<file path="config.mk">
export PLATFORM = sky130hd
export DESIGN_NAME = seg7_scan_driver
export DESIGN_NICKNAME = d
export VERILOG_FILES = /design/src/rtl/seg7_pkg.sv /design/src/rtl/seg7_glyph_rom.sv /design/src/rtl/seg7_scan_driver.sv
export SDC_FILE = /design/constraint.sdc
export NUM_CORES = 1
export LEC_CHECK = 0
export CORE_ASPECT_RATIO = 1.5
export CORE_UTILIZATION = 33
export DETAILED_ROUTE_END_ITERATION = 8
export PLACE_DENSITY = 0.47
export REMOVE_ABC_BUFFERS = 1
export SLEW_MARGIN = 0
export SYNTH_ARGS = -nofsm -noshare
export SYNTH_HDL_FRONTEND = slang
export SYNTH_SLANG_ARGS = --single-unit
</file>
<file path="constraint.sdc">
create_clock -name clk -period 6.1 [get_ports clk]
set_input_delay 1.525 -clock clk [delete_from_list [all_inputs] [get_ports clk]]
set_output_delay 1.525 -clock clk [all_outputs]
set_load 0.01 [all_outputs]
</file>
<file path="src/rtl/seg7_pkg.sv">
// Shared constants and types for the multiplexed seven-segment driver.
// Glyphs are active-low, bit order {g,f,e,d,c,b,a}.
package seg7_pkg;

    typedef logic [3:0] digit_t;

    localparam logic [6:0] SEG_BLANK = 7'h7F;

    localparam logic [6:0] SEG_0 = 7'h40;
    localparam logic [6:0] SEG_1 = 7'h79;
    localparam logic [6:0] SEG_2 = 7'h24;
    localparam logic [6:0] SEG_3 = 7'h30;
    localparam logic [6:0] SEG_4 = 7'h19;
    localparam logic [6:0] SEG_5 = 7'h12;
    localparam logic [6:0] SEG_6 = 7'h02;
    localparam logic [6:0] SEG_7 = 7'h78;
    localparam logic [6:0] SEG_8 = 7'h00;
    localparam logic [6:0] SEG_9 = 7'h10;

    localparam logic [6:0] SEG_A = 7'h08;
    localparam logic [6:0] SEG_B = 7'h03;
    localparam logic [6:0] SEG_C = 7'h46;
    localparam logic [6:0] SEG_D = 7'h21;
    localparam logic [6:0] SEG_E = 7'h06;
    localparam logic [6:0] SEG_F = 7'h0E;

endpackage

</file>
<file path="src/rtl/seg7_glyph_rom.sv">
// Combinational digit-code to active-low glyph encoder.
// HEX_MODE selects whether codes 10..15 render as A..F or stay dark.
module seg7_glyph_rom
    import seg7_pkg::*;
#(
    parameter bit HEX_MODE = 1'b0
) (
    input  digit_t     i_code,
    input  logic       i_blank,
    output logic [6:0] o_seg
);

    // Look up the glyph; a blank request overrides any code.
    always_comb begin
        o_seg = SEG_BLANK;
        if (!i_blank) begin
            case (i_code)
                4'h0:    o_seg = SEG_0;
                4'h1:    o_seg = SEG_1;
                4'h2:    o_seg = SEG_2;
                4'h3:    o_seg = SEG_3;
                4'h4:    o_seg = SEG_4;
                4'h5:    o_seg = SEG_5;
                4'h6:    o_seg = SEG_6;
                4'h7:    o_seg = SEG_7;
                4'h8:    o_seg = SEG_8;
                4'h9:    o_seg = SEG_9;
                4'hA:    o_seg = HEX_MODE ? SEG_A : SEG_BLANK;
                4'hB:    o_seg = HEX_MODE ? SEG_B : SEG_BLANK;
                4'hC:    o_seg = HEX_MODE ? SEG_C : SEG_BLANK;
                4'hD:    o_seg = HEX_MODE ? SEG_D : SEG_BLANK;
                4'hE:    o_seg = HEX_MODE ? SEG_E : SEG_BLANK;
                4'hF:    o_seg = HEX_MODE ? SEG_F : SEG_BLANK;
                default: o_seg = SEG_BLANK;
            endcase
        end
    end

endmodule

</file>
<file path="src/rtl/seg7_scan_driver.sv">
// Multiplexed N-digit seven-segment scan driver with double-buffered digits.
// Optional build macro SEG7_LZ_BLANK_EN enables leading-zero suppression
// on the active buffer (digit 0 is never suppressed).
module seg7_scan_driver
    import seg7_pkg::*;
#(
    parameter int NUM_DIGITS = 4,
    parameter int SCAN_DIV   = 50000,
    parameter bit HEX_MODE   = 1'b0
) (
    input  logic                    clk,
    input  logic                    rst_n,
    input  logic [4*NUM_DIGITS-1:0] digits_in,
    input  logic                    load,
    input  logic [NUM_DIGITS-1:0]   blank_mask,
    output logic [6:0]              segments,
    output logic [NUM_DIGITS-1:0]   anodes,
    output logic                    frame_start
);

    localparam int IDX_W = (NUM_DIGITS > 1) ? $clog2(NUM_DIGITS) : 1;
    localparam int PRE_W = (SCAN_DIV > 1) ? $clog2(SCAN_DIV) : 1;
    localparam logic [IDX_W-1:0] IDX_LAST = IDX_W'(NUM_DIGITS - 1);
    localparam logic [PRE_W-1:0] PRE_LAST = PRE_W'(SCAN_DIV - 1);

    logic [PRE_W-1:0]              r_pre;
    logic [IDX_W-1:0]              r_idx;
    digit_t [NUM_DIGITS-1:0]       r_pending;
    digit_t [NUM_DIGITS-1:0]       r_active;
    logic                          r_pending_valid;
    logic                          r_lit;
    logic [6:0]                    r_segments;
    logic [NUM_DIGITS-1:0]         r_anodes;
    logic                          r_frame_start;

    logic                          w_tick;
    logic                          w_boundary;
    logic                          w_swap;
    logic [IDX_W-1:0]              w_idx_next;
    digit_t [NUM_DIGITS-1:0]       w_active_next;
    digit_t                        w_code;
    logic                          w_blank;
    logic [6:0]                    w_glyph;

    // Scan timing and the buffer the outputs will reflect after this edge,
    // so digit 0 shows freshly swapped data on the very boundary edge.
    always_comb begin
        w_tick        = (r_pre == PRE_LAST);
        w_boundary    = w_tick && (r_idx == IDX_LAST);
        w_swap        = w_boundary && r_pending_valid;
        w_idx_next    = r_idx;
        if (w_tick) begin
            w_idx_next = (r_idx == IDX_LAST) ? '0 : r_idx + 1'b1;
        end
        w_active_next = w_swap ? r_pending : r_active;
        w_code        = w_active_next[w_idx_next];
    end

`ifdef SEG7_LZ_BLANK_EN
    logic [NUM_DIGITS-1:0] w_lz;
    logic                  w_zero_run;

    // Leading-zero mask: digit k blanks while it and all higher digits are 0.
    always_comb begin
        w_lz       = '0;
        w_zero_run = 1'b1;
        for (int k = NUM_DIGITS - 1; k >= 1; k--) begin
            w_zero_run = w_zero_run && (w_active_next[k] == 4'd0);
            w_lz[k]    = w_zero_run;
        end
    end

    assign w_blank = blank_mask[w_idx_next] | w_lz[w_idx_next];
`else
    assign w_blank = blank_mask[w_idx_next];
`endif

    seg7_glyph_rom #(
        .HEX_MODE (HEX_MODE)
    ) u_glyph (
        .i_code  (w_code),
        .i_blank (w_blank),
        .o_seg   (w_glyph)
    );

    // Prescaler and digit index advance.
    always_ff @(posedge clk or negedge rst_n) begin
        if (!rst_n) begin
            r_pre <= '0;
            r_idx <= '0;
        end else begin
            r_pre <= w_tick ? '0 : r_pre + 1'b1;
            r_idx <= w_idx_next;
        end
    end

    // Double buffer: loads land in pending, frame boundaries promote to active.
    always_ff @(posedge clk or negedge rst_n) begin
        if (!rst_n) begin
            r_pending       <= '0;
            r_active        <= '0;
            r_pending_valid <= 1'b0;
        end else begin
            if (w_swap) begin
                r_active <= r_pending;
            end
            if (load) begin
                r_pending       <= digits_in;
                r_pending_valid <= 1'b1;
            end else if (w_swap) begin
                r_pending_valid <= 1'b0;
            end
        end
    end

    // Registered display outputs; dark until the first scan tick.
    always_ff @(posedge clk or negedge rst_n) begin
        if (!rst_n) begin
            r_lit         <= 1'b0;
            r_segments    <= SEG_BLANK;
            r_anodes      <= '1;
            r_frame_start <= 1'b0;
        end else begin
            r_frame_start <= w_boundary;
            if (w_tick || r_lit) begin
                r_lit      <= 1'b1;
                r_anodes   <= ~(NUM_DIGITS'(1) << w_idx_next);
                r_segments <= w_glyph;
            end
        end
    end

    assign segments    = r_segments;
    assign anodes      = r_anodes;
    assign frame_start = r_frame_start;

endmodule

</file>
==> results of run 1 <==
## layout make-up
class                   count  area share
clock buffers              14      0.0704
clock inverters             2     0.00868
inverters                   6     0.00558
multi-input cells         197       0.393
flip-flops and latches     64       0.400
well taps                 115      0.0357
repair buffers             36      0.0868
## report_power, final
group,internal (W),switching (W),leakage (nW)
Combinational,0.0000254,0.0000160,0.816
Clock,0.000360,0.000184,0.159
Sequential,0.000436,0.00000844,0.799
Total,0.000822,0.000209,1.77
## cell families (layout without fill, tap and decap cells)
logic type,count (synthesis),after routing,synth area share
compound gates,37,37,0.0732
xor+xnor,14,14,0.0372
flops,64,64,0.490
fa+ha+maj,7,7,0.0266
mux,55,55,0.206
simple gates,84,84,0.137
buf+inv,21,58,0.0300
## metal layers
metal / vias to the layer above / GRT usage
li1: 1072 / -
met2: 41 / 0.241
met3: 9 / 0.0384
met5: - / 0
met4: 0 / 0.0658
met1: 1055 / 0.181
## per-stage QoR
step                      area [µm²]  setup WS (ps)  total power [W]
after global placement          3720           2730         0.000494
after global routing            4040           2410          0.00107
after floorplan                 3220           3290         0.000464
final                           4040           2740          0.00103
after detailed placement        3720           2720         0.000495
after CTS                       4040           2700          0.00104
## worst max-delay path by stage
stage              from  slack [ps]           to  cells past startpoint
4_1_cts        r_pre[0]        2700  segments[2]                     12
3_5_place_dp   r_pre[0]        2720  segments[2]                     12
5_1_grt        r_pre[0]        2410  segments[3]                      8
3_3_place_gp   r_pre[0]        2730  segments[2]                      8
2_1_floorplan  r_pre[0]        3290  segments[2]                     12
6_report       r_pre[0]        2740  segments[2]                     12
## cell usage in the layout, fill, tap and decap left out, drive strengths merged, types with 3 or more instances in the layout
cell type	count
a21oi	14
a31oi	6
and3	5
buf	3
clkbuf	14
clkdlybuf4s50	33
dfrtp	53
dfstp	11
ha	7
inv	6
mux2	37
mux2i	12
mux4	6
nand2	14
nand2b	4
nand3	13
nor2	30
nor2b	4
o21ai	5
o32ai	3
or3	3
xnor2	5
xor2	9
## state kept, by name (all words and copies together) (netlist names)
name / cells
anodes: 4
frame_start: 1
r_active: 16
r_idx: 2
r_lit: 1
r_pending: 16
r_pending_valid: 1
r_pre: 16
segments: 7
==> impl_results.md, run 1 <==
- Tmin final: 3360 ps
- Min Hold Slack: 451 ps
- Clk slew on worst S/H paths: 50 ps
- Row cnt: 44
- Global-route wire length before repair: 12100 µm
- # resized after CTS: 0
- Clock Latency Late Sink: 330 ps
- WL/cell: 15.4 µm
- Register bit count reported by yosys: 64
- CTS tree: done
- Post-route insts no fill: 434
- Multi-input gate area: 0.00158 mm²
- Fin util: 0.416
- # diodes: 0
- Status: finished clean
- Slowest stage delay, CP: 660 ps
- Hold path depth: 1
- Post-CTS Setup Bufs: 0
- Final antenna-violating net count: 0
- Layout area overhead: 22.3%
- Critical Path RT: 6360 ps
- Chip Height: 124 µm
- Top Metal Used: met4
- FF-to-FF Start: r_pre[0]
- DRT Wirelength: 6690 µm
- Hold EP: r_pre[0]
- Core Region: 0.00969 mm²
- Vias per inst: 5.02
- Layout cells sized above 1: 0.251
- Slew Limit Fails: 0
- CTS buffer count: 9
- RSZ-0062 raised after global routing: false
- CP max FO: 18
- Worst R2R End: segments[2]
- DR WL met2: 3310 µm
- Root Buffer: clkbuf_16
- Hold_sp: r_pre[0]
- Fmax: 0.298 GHz
- Final period util: 0.550
- Initial Util: 0.340
- Dpl hpwl: 4570 µm
- Syn Area/Cell: 11.7 µm²
- Total track usage: 0.147
- Wl on met1: 3030 µm
- Area share of the leading cell type in the synthesized netlist: 0.402
- Clock sinks: 64
- H-tree depth: 3
- Slowest CP cell: mux2i_2
- Iter 0 DRT Violations: 109
- CP startpoint kind: flip-flop
- Crit. End Element: flip-flop
- Placed insts: 418
- R2r worst-path depth: 12
- Most common cell in the netlist: dfrtp_1
- Setup_tns: 0 ps
- Maxcap violations: 0
- Initial antenna violation count: 0
- # setup viols final: 0
- Yosys warns: 0
- Most common library cells after synthesis: dfrtp_1, mux2_2, nor2_1
- Detailed-route via count: 2177
- Synth unique cells: 42
- Port Buffer Count: 34
- Vias in the first global route: 2341
- Hold Vio Cnt, Final: 0
- HP Class: flip-flop to flip-flop
- Main synth FF type: dfrtp_1
- Ys async rst share: 1.00
- Worst path bufs/invs: 3
- DRC Markers: 0
- Hold buffers post-CTS: 0
- Slew HR: 0.444
- Worst Path Class, Setup: flip-flop to flip-flop
- Ports: 35
- Mapped cell area: 0.00330 mm²
- Post-Synthesis Cells: 282
- PwrDens: 255 mW/mm²
- Slew @ Worst Pin: 833 ps
- Critical Path AT: 3620 ps
- Slack of the worst reg-to-reg path: 2740 ps
- Die area: 0.0104 mm²
- Critical path cell sequence: ha_1, and3_1, and4_4, mux2i_2, inv_2, nand2_1, nand2_1, inv_1, ha_1, inv_1, or3_1, a21oi_1
- NumNets Final: 344
- FF/Latch Area: 0.00162 mm²
- Global route total overflow: 0
- Largest net degree at the start of global routing: 65
- Drt first pass iters: 4
- Clk buf depth: 2
- Sequential fraction of the synthesis area: 0.490
- EDFF count, synth: 0
- Top cell family by delay on the critical path: simple AND/OR/NAND/NOR gates
- Ranking of synthesized cells by area: dfrtp_1, mux2_2, dfstp_2
- Die Wd: 83.6 µm
- GP Congestion: 0.767
- Fillcell total: 940
- Max Clock Skew: 4.80 ps
- Met3 wire len: 209 µm
- Yosys top cell by area: dfrtp_1
- Lkg Pwr: 1.77 nW
- Max IR drop VDD: 0.146 mV
Note: power is estimated with default switching activity, not from simulation.
==> inputs of run 2 (changes only) <==
==> constraint.sdc (replaced) <==
create_clock -name clk -period 3.3 [get_ports clk]
set_input_delay 0.825 -clock clk [delete_from_list [all_inputs] [get_ports clk]]
set_output_delay 0.825 -clock clk [all_outputs]
set_load 0.01 [all_outputs]
==> impl_results.md, run 2 (synthesized netlist as in run 1, its figures left out) <==
- # resized after CTS: 0 (unchanged)
- Die area: 0.0104 mm² (unchanged)
- Die Wd: 83.6 µm (unchanged)
- Detailed-route via count: 2252 (+3.4%)
- Chip Height: 124 µm (unchanged)
- Port Buffer Count: 34 (unchanged)
- Vias per inst: 5.12 (+2.0%)
- Layout area overhead: 24.2%
- FF-to-FF Start: r_pre[0]
- Final antenna-violating net count: 0 (unchanged)
- Commonest non-fill, non-tap cell in the layout: dfrtp_1
- DRC Markers: 0 (unchanged)
- WL/cell: 15.9 µm (+2.8%)
- Layout cells sized above 1: 0.265 (+0.0138)
- PwrDens: 482 mW/mm² (+89%)
- Initial antenna violation count: 0 (unchanged)
- Hold path depth: 1 (unchanged)
- Status: finished clean
- Setup_tns: 0 ps (unchanged)
- Slack of the worst reg-to-reg path: 370 ps (-2380 ps)
- Slew Limit Fails: 0 (unchanged)
- Global route total overflow: 0 (unchanged)
- Hold buffers post-CTS: 0 (unchanged)
- Drt first pass iters: 4 (unchanged)
- H-tree depth: 3 (unchanged)
- GP Congestion: 0.757 (-1.3%)
- CTS buffer count: 9 (unchanged)
- Hold_sp: r_pre[0]
- Commonest cells after routing, fill and taps aside: dfrtp_1, mux2_2, clkdlybuf4s50_1, nor2_1
- Min Hold Slack: 462 ps (+11.0 ps)
- Top Registers: r_active x16, r_pending x16, r_pre x16
- Clk slew on worst S/H paths: 60 ps (about the same)
- HP Class: flip-flop to flip-flop
- Final period util: 0.889 (+0.339)
- Worst setup path endpoint: segments[2]
- # diodes: 0 (unchanged)
- Crit. End Element: flip-flop
- Ports: 35 (unchanged)
- Worst R2R End: segments[2]
- Worst Path Class, Setup: flip-flop to flip-flop
- Max IR drop VDD: 0.272 mV (+86%)
- Global-route wire length before repair: 11800 µm (-2.3%)
- CP startpoint kind: flip-flop
- Largest net degree at the start of global routing: 30 (-54%)
- Crit. Startpoint: r_pre[0]
- PnR worst setup slack: 366 ps (-2380 ps)
- Total track usage: 0.146 (-0.00130)
- NumNets Final: 350 (+1.7%)
- Max Clock Skew: 8.03 ps (+3.23 ps)
- Dpl ws: 385 ps (-2330 ps)
- Slew HR: 0.450 (+0.00512)
- Root Buffer: clkbuf_16
- RSZ-0062 raised after global routing: false
- Iter 0 DRT Violations: 119 (+9.2%)
- # setup viols final: 0 (unchanged)
- Maxcap violations: 0 (unchanged)
- Critical Path RT: 3560 ps (-2800 ps)
- Tmin final: 2930 ps (-421 ps)
- R2r worst-path depth: 12 (unchanged)
- Fmax: 0.341 GHz (+14%)
- Clock Latency Late Sink: 330 ps (about the same)
- Slew @ Worst Pin: 823 ps (-10.3 ps)
- Hold Vio Cnt, Final: 0 (unchanged)
- CTS tree: done
- Post-CTS Setup Bufs: 0 (unchanged)
- Dpl hpwl: 4920 µm (+7.8%)
- Clock sinks: 64 (unchanged)
- Vias in the first global route: 2259 (-3.5%)
- Initial Util: 0.340 (unchanged)
- DRT Wirelength: 6970 µm (+4.3%)
- Clk buf depth: 2 (unchanged)
- Row cnt: 44 (unchanged)
- Fillcell total: 970 (+3.2%)
- Critical Path AT: 3200 ps (-420 ps)
- Core Region: 0.00969 mm² (unchanged)
- CP max FO: 18 (unchanged)
- Fin util: 0.423 (+0.00646)
- Lkg Pwr: 1.81 nW (+1.9%)
-- run 2: changes by cell type in the layout (fill, tap and decap cells not counted) --
cell        change
buf_4           +6
clkinvlp_4      +1
clkbuf_8        -4
bufinv_16       +2
clkinv_2        +1
-- run 2: worst max-delay path, stage by stage, from the launching register on --
cell and delay (ps):
dfrtp_1 370, ha_1 190, and3_1 280, and4_4 410
mux2i_2 420, inv_2 200, nand2_1 100, nand2_1 110
inv_1 110, ha_1 140, inv_1 40, or3_1 350
a21oi_1 150
-- run 2: worst min path at each step --
stage,to,slack (ps)
6_report,r_pre[0],460
5_1_grt,r_pre[0],480
4_1_cts,r_pre[0],460
3_5_place_dp,r_pre[0],450
3_3_place_gp,r_pre[0],430
2_1_floorplan,r_pre[0],430
-- run 2: power by group --
group          internal (W)  total [W]  leakage (nW)  switching (W)
combinational     0.0000477  0.0000775         0.845      0.0000298
sequential         0.000806   0.000822         0.799      0.0000162
clock              0.000735    0.00108         0.162       0.000343
-- run 2: stage by stage --
stage                     total power, W  cells  instance area [µm²]
final                            0.00198    440                 4100
after global routing             0.00206    440                 4100
after CTS                        0.00202    440                 4100
after detailed placement        0.000916    424                 3760
after global placement          0.000914    424                 3760
after floorplan                 0.000857    267                 3220
-- run 2: final cells by class --
type / count / area [µm²] / area share
Clock buffer: 10 / 229 / 0.0559
Clock inverter: 6 / 108 / 0.0263
Inverter: 6 / 22.5 / 0.00550
Multi-Input combinational cell: 197 / 1580 / 0.387
Sequential cell: 64 / 1620 / 0.394
Tap cell: 115 / 144 / 0.0351
Timing Repair Buffer: 42 / 395 / 0.0965
-- run 2: layer usage --
| layer | track usage | vias to the layer above | wire length [µm] |
|---|---|---|---|
| li1 | - | 1077 | - |
| met1 | 0.186 | 1115 | 3180 |
| met2 | 0.234 | 46 | 3400 |
| met3 | 0.0391 | 14 | 243 |
| met4 | 0.0598 | 0 | 145 |
| met5 | 0 | - | 0 |
==> RTL change 1, RTL diff (config.mk and constraints of run 2) <==
Add an input register stage for `digits_in` and `load`, without a reset; this delays them by one clock. The other inputs are not delayed to match.
--- a/src/rtl/seg7_scan_driver.sv
+++ b/src/rtl/seg7_scan_driver.sv
@@ -24,2 +24,10 @@
     localparam logic [PRE_W-1:0] PRE_LAST = PRE_W'(SCAN_DIV - 1);
+
+    logic [4*NUM_DIGITS-1:0] digits_q;
+    logic load_q;
+
+    always_ff @(posedge clk) begin
+        digits_q <= digits_in;
+        load_q   <= load;
+    end
 
@@ -106,4 +114,4 @@
             end
-            if (load) begin
-                r_pending       <= digits_in;
+            if (load_q) begin
+                r_pending       <= digits_q;
                 r_pending_valid <= 1'b1;
Behaviour: same outputs for any inputs over 10 cycles, from zero or initial values and one cycle with rst_n low; that may be too few to reach the edited logic, so the function may still have changed.
==> RTL change 1 against run 2 <==
- area after synthesis up 10%
- sequential cell count grew 17
- via count increased by 2.4%
- routed wire length is 0.37% higher
- final area increased by 7.7%
- worst setup slack gained 0.033 ns
- synthesized cell count grew 6.0%
- total power increased by 3.1%
- critical endpoint is now segments[5]
- highest routed layer unchanged
==> RTL change 1: results <==
metrics = {
    "clock_tree": {
        "cts_buffer_depth": 2,
        "clk_pin_slew_ns": 0.06,
        "cts_buffers": 9,
        "h-tree-depth": 3,
        "clock_latency_ns": 0.33,
        "post_cts_buffers": 0,
        "post_cts_resized": 0,
        "cts_root_buffer": "clkbuf_16",
    },
    "timing": {
        "clock_skew_ns": 0.00277,
        "tightest_slew_ns": 0.787,
    },
    "global_routing": {
        "grt_pass1_vias": 2391,
        "antenna_found_initial": 0,
        "grt_max_degree": 42,
        "track_usage": 0.140,
        "grt_pass1_wl_um": 12000,
    },
    "setup_path": {
        "crit_path_max_incr_delay_ns": 0.57,
        "critical_path_class": "flip-flop to flip-flop",
        "crit_arrival_ns": 3.15,
        "critPathSlowestCell": "mux4_2",
        "critical-path-top-delay-family": "simple AND/OR/NAND/NOR gates",
        "crit_path_start": "r_idx[0]",
        "r2r-end": "segments[5]",
        "r2r_cells": 11,
        "cp_max_fo": 9,
        "regToRegSetupSlack_ns": 0.40,
    },
    "routing": {
        "via_per_inst": 4.76,
        "routed_wl_um": 7000,
        "dr.pass1.iters": 4,
        "drt_iter0_drc": 88,
    },
    "synth": {
        "synth_common_cells": "dfrtp_1 (53), mux2_2 (36), nor2_1 (30), dfxtp_1 (17)",
        "synth_warnings": 0,
        "synthDistinctLibCells": 43,
        "ys.flop_type": "dfrtp_1",
        "syn_inst": 299,
        "ys_seq_area_frac": 0.537,
        "ys_top_cells_by_area": "dfrtp_1 (36%), mux2_2 (11%), dfxtp_1 (9.4%)",
        "synthArstFlopShare": 0.790,
    },
    "outcome": {
        "outcome": "finished, final reports clean",
    },
    "power_and_ir_drop": {
        "p_leak_nw": 1.92,
        "peakVddDrop_v": 0.000235,
    },
    "worst_hold_path": {
        "hp-class": "flip-flop to flip-flop",
    },
    "placement": {
        "place_area_mm2": 0.00414,
        "place_inst": 468,
        "dp_hpwl_um": 5030,
        "gp_congestion": 0.797,
        "io_buffers": 34,
    },
    "layout": {
        "nets": 365,
        "layout-drive-gt1-share": 0.241,
        "n_antenna_cell": 0,
        "finalNonFillerCells": 484,
    },
}
-- RTL change 1: layer usage --
metal,track usage,vias to the layer above,wire (um)
met4,0.0675,0,153
met2,0.230,39,3500
met3,0.0327,11,197
met5,0,-,0
met1,0.172,1125,3140
li1,-,1131,-
-- RTL change 1: cell type report --
| class | instances | area [um^2] |
|---|---|---|
| fill | 1009 | 6230 |
| sequential | 81 | 1960 |
| multi-input combinational | 197 | 1580 |
| timing repair buffer | 40 | 393 |
| clock buffer | 14 | 264 |
| tap | 144 | 180 |
| inverter | 6 | 22.5 |
| clock inverter | 2 | 13.8 |
-- RTL change 1: report_power, final --
part / leakage, nW / switching [mW] / internal (mW) / total (mW)
clock network: 0.137 / 0.370 / 0.551 / 0.921
registers: 0.942 / 0.0224 / 1.02 / 1.04
logic: 0.840 / 0.0251 / 0.0484 / 0.0735
-- RTL change 1: kinds of logic (layout without fill, tap and decap cells) --
logic type	after synthesis	count (layout)	synth area share
and+or+nand+nor	84	84	0.124
DFF	81	81	0.537
muxes	55	55	0.187
AOI/OAI and AO/OA	37	37	0.0664
buffers and inverters	21	62	0.0272
xor gates and xnor gates	14	14	0.0337
adders and majority gates	7	7	0.0241
-- RTL change 1: how the worst min path moves through the flow --
stage	from	endpoint	slack, ns	cells after the start
finish	r_pre[0]	r_pre[0]	0.45	1
CTS	r_pre[0]	r_pre[0]	0.46	1
detailed placement	digits_q[0]	r_pending[0]	0.45	1
global route	r_pre[0]	r_pre[0]	0.47	1
global placement	r_pre[0]	r_pre[0]	0.43	1
floorplan	r_pre[0]	r_pre[0]	0.43	1
-- RTL change 1: stage by stage --
stage	hold slack, ns	worst slack (ns)
finish	0.454	0.399
global route	0.467	0.0810
CTS	0.458	0.365
detailed placement	0.448	0.397
global placement	0.435	0.474
floorplan	0.425	0.493
==> RTL change 2, RTL diff (config.mk and constraints of run 2) <==
Without the edit above. `HEX_MODE` is set to 1'b0 in 2 places; all go to 1'b1.
--- a/src/rtl/seg7_glyph_rom.sv
+++ b/src/rtl/seg7_glyph_rom.sv
@@ -5,3 +5,3 @@
 #(
-    parameter bit HEX_MODE = 1'b0
+    parameter bit HEX_MODE = 1'b1
 ) (
--- a/src/rtl/seg7_scan_driver.sv
+++ b/src/rtl/seg7_scan_driver.sv
@@ -8,3 +8,3 @@
     parameter int SCAN_DIV   = 50000,
-    parameter bit HEX_MODE   = 1'b0
+    parameter bit HEX_MODE   = 1'b1
 ) (
Check against the original RTL: no difference found for any inputs over 10 cycles, from zero or initial values and one cycle with rst_n low; that may be too few to reach the edited logic, so the function may still have changed.
==> RTL change 2 against run 2 <==
- sequential power about the same
- utilization grew 2.5 points
- first-iteration DRC count up 1.7%
- largest power group unchanged
- final area is 1.1% higher
- worst setup slack got worse by 0.24 ns
- area after synthesis fell by 4.6%
- clock skew shrank 0.0025 ns
- non-clock buffer count grew 18
- routed wire length decreased by 1.3%
- total power decreased by 11%
- sequential cell count unchanged
- fmax down 7.6%
==> RTL change 2: results <==
metrics = {
    "routing": {
        "via_per_inst": 4.92,
        "drt_iter0_drc": 121,
        "wl_met2_um": 3580,
        "met1Wirelength_um": 2950,
        "wl_per_cell_um": 15.0,
        "routed-wl-met3_um": 218,
    },
    "synth": {
        "synthDistinctLibCells": 47,
        "synth_common_cells": "dfrtp_1 (53), nand2_1 (40), nor2_1 (29), mux2_2 (24)",
        "ys_seq_area_frac": 0.513,
        "ys_top_cells_by_area": "dfrtp_1 (42%), dfstp_2 (9.2%), mux2_2 (8.6%)",
    },
    "outcome": {
        "outcome": "finished, final reports clean",
    },
    "clock_tree": {
        "cts_root_buffer": "clkbuf_16",
        "clock_latency_ns": 0.33,
        "cts_buffer_depth": 2,
    },
    "power_and_ir_drop": {
        "peakVddDrop_v": 0.000300,
        "p_sw_frac": 0.208,
        "p_leak_nw": 1.91,
    },
    "layout": {
        "nets": 373,
        "fill_cells": 911,
        "layout-drive-gt1-share": 0.294,
    },
    "global_routing": {
        "track_usage": 0.163,
        "grt_pass1_vias": 2461,
        "antenna_found_initial": 0,
        "grt_pass1_wl_um": 11900,
    },
    "placement": {
        "place_area_mm2": 0.00377,
        "dp_hpwl_um": 5130,
        "gp_congestion": 0.769,
    },
    "timing": {
        "tightest_slew_ns": 0.783,
        "clock_skew_ns": 0.00552,
    },
    "setup_path": {
        "crit_arrival_ns": 3.43,
        "cp_max_fo": 7,
        "crit_path_max_incr_delay_ns": 0.59,
    },
}
==> RTL change 2: kinds of logic (layout without fill, tap and decap cells) <==
| family | Yosys count | after routing | share of synthesized area |
|---|---|---|---|
| AOI/OAI and AO/OA | 41 | 41 | 0.0895 |
| and+or+nand+nor | 94 | 94 | 0.134 |
| muxes | 39 | 39 | 0.163 |
| DFF | 64 | 64 | 0.513 |
| xor gates and xnor gates | 15 | 15 | 0.0418 |
| adders and majority gates | 8 | 8 | 0.0318 |
| buffers and inverters | 19 | 86 | 0.0262 |
==> RTL change 2: metrics by stage <==
| stage | cells | util | setup WS, ns |
|---|---|---|---|
| finish | 459 | 0.448 | 0.125 |
| global route | 459 | 0.448 | 0.00559 |
| CTS | 458 | 0.440 | 0.00232 |
| detailed placement | 442 | 0.408 | -0.128 |
| global placement | 442 | 0.408 | -0.0769 |
| floorplan | 271 | - | -1.64 |
==> RTL change 2: final timing paths <==
path | start | to | slack (ns) | depth (start not counted)
worst min-delay path | r_pre[0] | r_pre[0] | 0.45 | 1
worst max-delay path | r_pre[7] | segments[3] | 0.13 | 10
worst max register to register | r_pre[7] | segments[3] | 0.13 | 10
max in group asynchronous | rst_n | anodes[3] | 2.02 | 2
min in group asynchronous | rst_n | r_pre[15] | 0.53 | 1
worst min register to register | r_pre[0] | r_pre[0] | 0.45 | 1
==> RTL change 2: metal layers <==
layer / up-vias / global-route usage
met5: - / 0
met4: 0 / 0.0746
met3: 9 / 0.0390
met2: 34 / 0.269
met1: 1107 / 0.196
li1: 1106 / -
==> RTL change 2: power groups by stage <==
stage,combinational [mW],clock [mW],sequential [mW]
floorplan,0.0263,0,0.828
global placement,0.0753,0,0.833
detailed placement,0.0762,0,0.834
CTS,0.0764,0.901,0.821
global route,0.0819,0.929,0.824
finish,0.0737,0.868,0.821
==> RTL change 2: worst max-delay path: cells and delay by family (launching register included) <==
kind,cells,cell delay (ns)
simple gates,2,1.15
flops,1,0.37
compound gates,2,0.32
buf+inv,2,0.26
mux,4,1.00
==> RTL change 2: area by class of cell <==
cell class                 count  area [um^2]  share of cell area
sequential                    64         1620               0.390
multi-input combinational    197         1530               0.370
timing repair buffer          60          538               0.130
clock buffer                  12          256              0.0619
tap                          112          140              0.0338
inverter                      10         40.0             0.00966
clock inverter                 4         20.0             0.00483
==> RTL change 2: repair_timing <==
| item | 4_1_cts | 5_1_grt |
|---|---|---|
| pin swaps | 1 | 4 |
| gates resized for setup | 5 | 16 |
| setup endpoints to repair | 5 | 7 |
| buffers inserted | 0 | 1 |
| hold endpoints to repair | 0 | 0 |
| cloned | 0 | 0 |
| hold buffers | 0 | 0 |
